`src/rtl/key_sequencer.sv`:
```
// rtl/key_sequencer.sv - queued key-injection controller driving the CoCo key matrix
// FIFO of key codes feeding a timed LEAD/PRESS/GAP sequencer on a registered key_code.
module key_sequencer #(
  parameter int DEPTH       = 16,
  parameter int HOLD_CYCLES = 1000000,
  parameter int GAP_CYCLES  = 1000000,
  parameter int SHIFT_LEAD  = 250000
) (
  input  logic                     clk,
  input  logic                     reset,
  input  logic                     in_valid,
  input  logic [6:0]               in_code,
  output logic                     in_ready,
  input  logic                     flush,
  output logic [6:0]               key_code,
  output logic                     busy,
  output logic [$clog2(DEPTH):0]   fifo_count
);

  localparam int AW    = $clog2(DEPTH);
  localparam int MAX_A = (HOLD_CYCLES > GAP_CYCLES) ? HOLD_CYCLES : GAP_CYCLES;
  localparam int MAXP  = (MAX_A > SHIFT_LEAD) ? MAX_A : SHIFT_LEAD;
  localparam int CW    = (MAXP > 1) ? $clog2(MAXP + 1) : 1;

  localparam logic [6:0] IDLE_CODE  = 7'h7F;
  localparam logic [6:0] SHIFT_CODE = 7'h3F;

  localparam logic [CW-1:0] HOLD_LOAD = CW'(HOLD_CYCLES - 1);
  localparam logic [CW-1:0] GAP_LOAD  = CW'(GAP_CYCLES - 1);
  localparam logic [CW-1:0] LEAD_LOAD = CW'((SHIFT_LEAD > 0) ? SHIFT_LEAD - 1 : 0);

  typedef enum logic [1:0] {IDLE, LEAD, PRESS, GAP} state_t;

  logic [6:0]    mem_q [DEPTH];
  logic [AW-1:0] wr_ptr_q, wr_ptr_d;
  logic [AW-1:0] rd_ptr_q, rd_ptr_d;
  logic [AW:0]   count_q, count_d;
  logic          avail_q, avail_d;
  logic [6:0]    cur_q, cur_d;
  logic [6:0]    key_q, key_d;
  logic [CW-1:0] cnt_q, cnt_d;
  state_t        state_q, state_d;

  logic full, push, pop;
  logic [6:0] head;

  always_comb begin
    full     = (count_q == (AW + 1)'(DEPTH));
    in_ready = !reset && !full && !flush;
    push     = in_valid && in_ready;
    // avail_q is a registered not-empty view, so a freshly written entry is
    // seen by the sequencer one cycle after it lands.
    pop      = (state_q == IDLE) && avail_q && (count_q != '0) && !flush;
    head     = mem_q[rd_ptr_q];

    wr_ptr_d = push ? wr_ptr_q + 1'b1 : wr_ptr_q;
    rd_ptr_d = pop  ? rd_ptr_q + 1'b1 : rd_ptr_q;
    count_d  = count_q;
    if (push && !pop)      count_d = count_q + 1'b1;
    else if (pop && !push) count_d = count_q - 1'b1;
    avail_d  = (count_q != '0) && !flush;
    cur_d    = pop ? head : cur_q;

    if (flush) begin
      wr_ptr_d = '0;
      rd_ptr_d = '0;
      count_d  = '0;
    end
  end

  always_comb begin
    state_d = state_q;
    key_d   = key_q;
    cnt_d   = cnt_q;
    unique case (state_q)
      IDLE: begin
        key_d = IDLE_CODE;
        if (pop) begin
          if (!head[6] && SHIFT_LEAD > 0) begin
            state_d = LEAD;
            key_d   = SHIFT_CODE;
            cnt_d   = LEAD_LOAD;
          end else begin
            state_d = PRESS;
            key_d   = head;
            cnt_d   = HOLD_LOAD;
          end
        end
      end
      LEAD: begin
        if (cnt_q == '0) begin
          state_d = PRESS;
          key_d   = cur_q;
          cnt_d   = HOLD_LOAD;
        end else begin
          cnt_d = cnt_q - 1'b1;
        end
      end
      PRESS: begin
        if (cnt_q == '0) begin
          state_d = GAP;
          key_d   = IDLE_CODE;
          cnt_d   = GAP_LOAD;
        end else begin
          cnt_d = cnt_q - 1'b1;
        end
      end
      GAP: begin
        if (cnt_q == '0) state_d = IDLE;
        else             cnt_d   = cnt_q - 1'b1;
      end
      default: state_d = IDLE;
    endcase
    if (flush) begin
      state_d = IDLE;
      key_d   = IDLE_CODE;
      cnt_d   = '0;
    end
  end

  always_ff @(posedge clk) begin
    if (reset) begin
      wr_ptr_q <= '0;
      rd_ptr_q <= '0;
      count_q  <= '0;
      avail_q  <= 1'b0;
      cur_q    <= IDLE_CODE;
      key_q    <= IDLE_CODE;
      cnt_q    <= '0;
      state_q  <= IDLE;
    end else begin
      wr_ptr_q <= wr_ptr_d;
      rd_ptr_q <= rd_ptr_d;
      count_q  <= count_d;
      avail_q  <= avail_d;
      cur_q    <= cur_d;
      key_q    <= key_d;
      cnt_q    <= cnt_d;
      state_q  <= state_d;
    end
  end

  always_ff @(posedge clk) begin
    if (push) mem_q[wr_ptr_q] <= in_code;
  end

  assign key_code   = key_q;
  assign fifo_count = count_q;
  assign busy       = (count_q != '0) || (state_q != IDLE);

endmodule

```
`config.mk`:
```
export PLATFORM = sky130hd
export DESIGN_NAME = key_sequencer
export DESIGN_NICKNAME = d
export VERILOG_FILES = /design/src/rtl/key_sequencer.sv
export SDC_FILE = /design/constraint.sdc
export NUM_CORES = 1
export LEC_CHECK = 0
export CORE_ASPECT_RATIO = 1.75
export CORE_UTILIZATION = 43
export CTS_BUF_LIST = sky130_fd_sc_hd__clkbuf_4
export CTS_CLUSTER_DIAMETER = 100
export DETAILED_ROUTE_END_ITERATION = 10
export GPL_ROUTABILITY_DRIVEN = 0
export GPL_TIMING_DRIVEN = 1
export PLACE_DENSITY_LB_ADDON = 0.1
export SETUP_SLACK_MARGIN = 0.1
export SYNTH_ARGS = -nofsm -noshare
export SYNTH_HDL_FRONTEND = slang
export SYNTH_SLANG_ARGS = --single-unit
```
`constraint.sdc`:
```
create_clock -name clk -period 3.9 [get_ports clk]
set_input_delay 0.78 -clock clk [delete_from_list [all_inputs] [get_ports clk]]
set_output_delay 0.78 -clock clk [all_outputs]
set_load 0.005 [all_outputs]
```
==> insert_results.sql <==
INSERT INTO impl_metrics (metric_group, metric, value, unit) VALUES
('status', 'result_of_the_run', 'completed', ''),
('routing', 'drt_wl_total', '16400', 'um'),
('yosys', 'ys_ff_latch', '166', ''),
('routing', 'vias', '4538', ''),
('yosys', 'yosys-top-cells-count', '112 x sky130_fd_sc_hd__edfxtp_1, 55 x sky130_fd_sc_hd__nor2_1, 54 x sky130_fd_sc_hd__dfxtp_1, 33 x sky130_fd_sc_hd__a21oi_1, 24 x sky130_fd_sc_hd__nand2_1', ''),
('yosys', 'netlist_area', '7340', 'sq um'),
('timing', 'max_clock_freq', '331', 'MHz'),
('die', 'floorplan.initialDensity', '44.4', '%'),
('global_route', 'grt_remaining_overflow', '0', ''),
('routing', 'detailedRoute.firstIterationViolations', '190', ''),
('timing', 'report.final.hold_viol_count', '0', ''),
('setup_path', 'critical_path_class', 'primary input to output pin', ''),
('timing', 'timing.max_slew.rel_slack', '31.9', '%'),
('layout', 'postLayoutCellArea', '8120', 'sq um'),
('global_route', 'grt_max_degree', '26', ''),
('yosys', 'synth-main-ff-cell', 'sky130_fd_sc_hd__edfxtp_1', ''),
('routing', 'detail_route.vias_per_cell', '5.60', ''),
('routing', 'detailroute.wirelength.met3', '417', 'um'),
('yosys', 'post-synth-top-count-cell', 'sky130_fd_sc_hd__edfxtp_1', ''),
('routing', 'met2RoutedLength', '9720', 'um'),
('layout', 'combined_area_of_the_multi_input_logic_cells', '2670', 'sq um'),
('die', 'die_x', '101', 'um'),
('power', 'power.density_cell_area', '359', 'nW/um^2'),
('place', 'hpwlAfterDp', '12000', 'um'),
('die', 'fp.coreArea', '16500', 'sq um'),
('place', 'placement.cell_area', '7860', 'sq um'),
('yosys', 'yosysSeqAreaShare', '60.6', '%'),
('setup_path', 'timing.critical_path.to_type', 'output pin', ''),
('yosys', 'synth.area.mux_share', '9.39', '%'),
('cts', 'clock_tree.buffer_depth', '2', ''),
('routing', 'first_pass_iters', '4', ''),
('yosys', 'post_synth_fa_ha_maj_area_fraction', '3.00', '%'),
('cts', 'cts-root-buf', 'sky130_fd_sc_hd__clkbuf_4', ''),
('yosys', 'synthesis.area_per_instance', '13.7', 'sq um'),
('die', 'core_rows', '62', ''),
('global_route', 'grt_use_total', '20.0', '%'),
('yosys', 'proportion_of_netlist_area_held_by_the_largest_area_contributor', '45.8', '%'),
('yosys', 'synth_compound_gate_area_share', '11.5', '%'),
('yosys', 'fraction_of_the_mapped_netlist_area_in_simple_logic_gates', '10.2', '%'),
('yosys', 'largest_family_of_logic_cells_by_synthesized_area', 'compound AO/OA/AOI/OAI gates', ''),
('routing', 'ant_nets', '0', ''),
('timing', 'layout_worst_path_cycle_share', '77.5', '%'),
('layout', 'fillers', '1495', ''),
('cts', 'cts-buffers-inserted', '17', ''),
('setup_path', 'timing.critical_path.from_type', 'primary input', ''),
('yosys', 'post_synth_xor_area_fraction', '2.15', '%'),
('setup_path', 'crit_required', '3.12', 'ns'),
('place', 'buffers_added_on_ports', '24', ''),
('die', 'floorplan.die_area', '17600', 'sq um'),
('setup_path', 'peak_fanout_along_the_critical_path', '4', ''),
('cts', 'insertion_delay', '0.56', 'ns'),
('yosys', 'synth_fp_nets', '562', ''),
('layout', 'proportion_of_layout_cells_with_a_drive_suffix_above_1', '15.5', '%'),
('cts', 'cts_setup_buffers', '0', ''),
('cts', 'cts_tree', 'built', ''),
('layout', 'nets', '602', ''),
('layout', 'seq_area', '4450', 'sq um'),
('timing', 'grt_setup_unrepaired', 'no', ''),
('timing', 'final.min_clock_period', '3.02', 'ns'),
('timing', 'setup_tns', '0', 'ns'),
('yosys', 'synthDistinctLibCells', '67', ''),
('die', 'boundaryPins', '25', ''),
('cts', 'postCtsHoldBufs', '0', ''),
('yosys', 'ys_async_sr_fraction', '0', '%'),
('hold_path', 'worstHoldPathType', 'flip-flop to flip-flop', ''),
('layout', 'area_delta_synth_final', '10.6', '%'),
('routing', 'routedLengthMet1', '5780', 'um'),
('flow_run', 'drv.max_cap_violation_count', '0', ''),
('power', 'worst_ir_drop_vdd', '269', 'uV'),
('cts', 'cts.htree.levels', '4', ''),
('timing', 'worst-slew-pin-transition', '1.02', 'ns');
==> power breakdown <==
group | internal [W] | switching (W)
Combinational | 0.0000385 | 0.0000601
Sequential | 0.00188 | 0.00000462
Clock | 0.000318 | 0.000615
==> worst max-delay path, cell delays in order <==
cell and delay [ns]:
sky130_fd_sc_hd__clkdlybuf4s50_1 0.45, sky130_fd_sc_hd__or2_2 0.30, sky130_fd_sc_hd__a21oi_1 0.15, sky130_fd_sc_hd__clkdlybuf4s50_1 0.56
==> area by class of cell <==
| class | count | area share [%] |
|---|---|---|
| clock inverter | 14 | 1.60 |
| inverter | 11 | 0.509 |
| antenna | 1 | 0.0308 |
| clock buffer | 17 | 1.57 |
| tap | 224 | 3.45 |
| sequential | 166 | 54.8 |
| multi-input combinational | 330 | 32.9 |
| timing repair buffer | 48 | 5.18 |
==> final timing paths <==
check | startpoint | endpoint | slack [ns] | cells past startpoint
min | cur_q[5]$_SDFFE_PP1N_ | cur_q[5]$_SDFFE_PP1N_ | 0.48 | 1
max | flush | in_ready | 0.88 | 4
max reg2reg | fifo_count[0]$_SDFFE_PP0P_ | fifo_count[4]$_SDFFE_PP0P_ | 0.99 | 11
min reg2reg | cur_q[5]$_SDFFE_PP1N_ | cur_q[5]$_SDFFE_PP1N_ | 0.48 | 1
==> flip-flops by register name, indices dropped and copies added, names as in the netlist, named ones only <==
signal and cells:
wr_ptr_q 4, cnt_q 20, avail_q 1, state_q 2
key_code 7, rd_ptr_q 4, mem_q 112, fifo_count 5
cur_q 7
==> per-stage QoR <==
stage	util (%)	hold slack [ns]	total power, W	worst slack, ns	std cells
2_1_floorplan	-	0.436	0.00197	0.487	534
3_3_place_gp	47.5	0.447	0.00202	0.435	779
3_5_place_dp	47.5	0.454	0.00202	0.381	779
4_1_cts	49.1	0.486	0.00295	0.860	810
5_1_grt	49.1	0.510	0.00302	0.784	811
6_report	49.1	0.479	0.00292	0.879	811
==> metal layers <==
metal | global-route usage (%) | vias up
li1 | - | 2156
met1 | 19.0 | 2269
met2 | 39.7 | 80
met3 | 3.48 | 33
met4 | 9.54 | 0
met5 | 0 | -
==> cell families after synthesis <==
logic type | count (synthesis)
flops | 166
xor+xnor | 18
fa+ha+maj | 17
mux | 34
simple gates | 142
compound gates | 119
buf+inv | 38
==> cell usage in the layout (no fill, tap or decap), types with 6 or more instances in the layout <==
master / count
sky130_fd_sc_hd__edfxtp_1: 112
sky130_fd_sc_hd__nor2_1: 55
sky130_fd_sc_hd__dfxtp_1: 53
sky130_fd_sc_hd__a21oi_1: 33
sky130_fd_sc_hd__nand2_1: 24
sky130_fd_sc_hd__clkdlybuf4s50_1: 24
sky130_fd_sc_hd__buf_4: 24
sky130_fd_sc_hd__o21ai_0: 21
sky130_fd_sc_hd__clkbuf_4: 17
sky130_fd_sc_hd__ha_1: 16
sky130_fd_sc_hd__mux4_1: 13
sky130_fd_sc_hd__a211o_1: 12
sky130_fd_sc_hd__inv_1: 11
sky130_fd_sc_hd__xnor2_1: 11
sky130_fd_sc_hd__mux4_2: 11
sky130_fd_sc_hd__nor3_1: 10
sky130_fd_sc_hd__mux2i_1: 10
sky130_fd_sc_hd__a31oi_1: 7
sky130_fd_sc_hd__xor2_1: 7
sky130_fd_sc_hd__a221oi_2: 6
sky130_fd_sc_hd__or3_1: 6
Power figures use the tool's default switching activity.
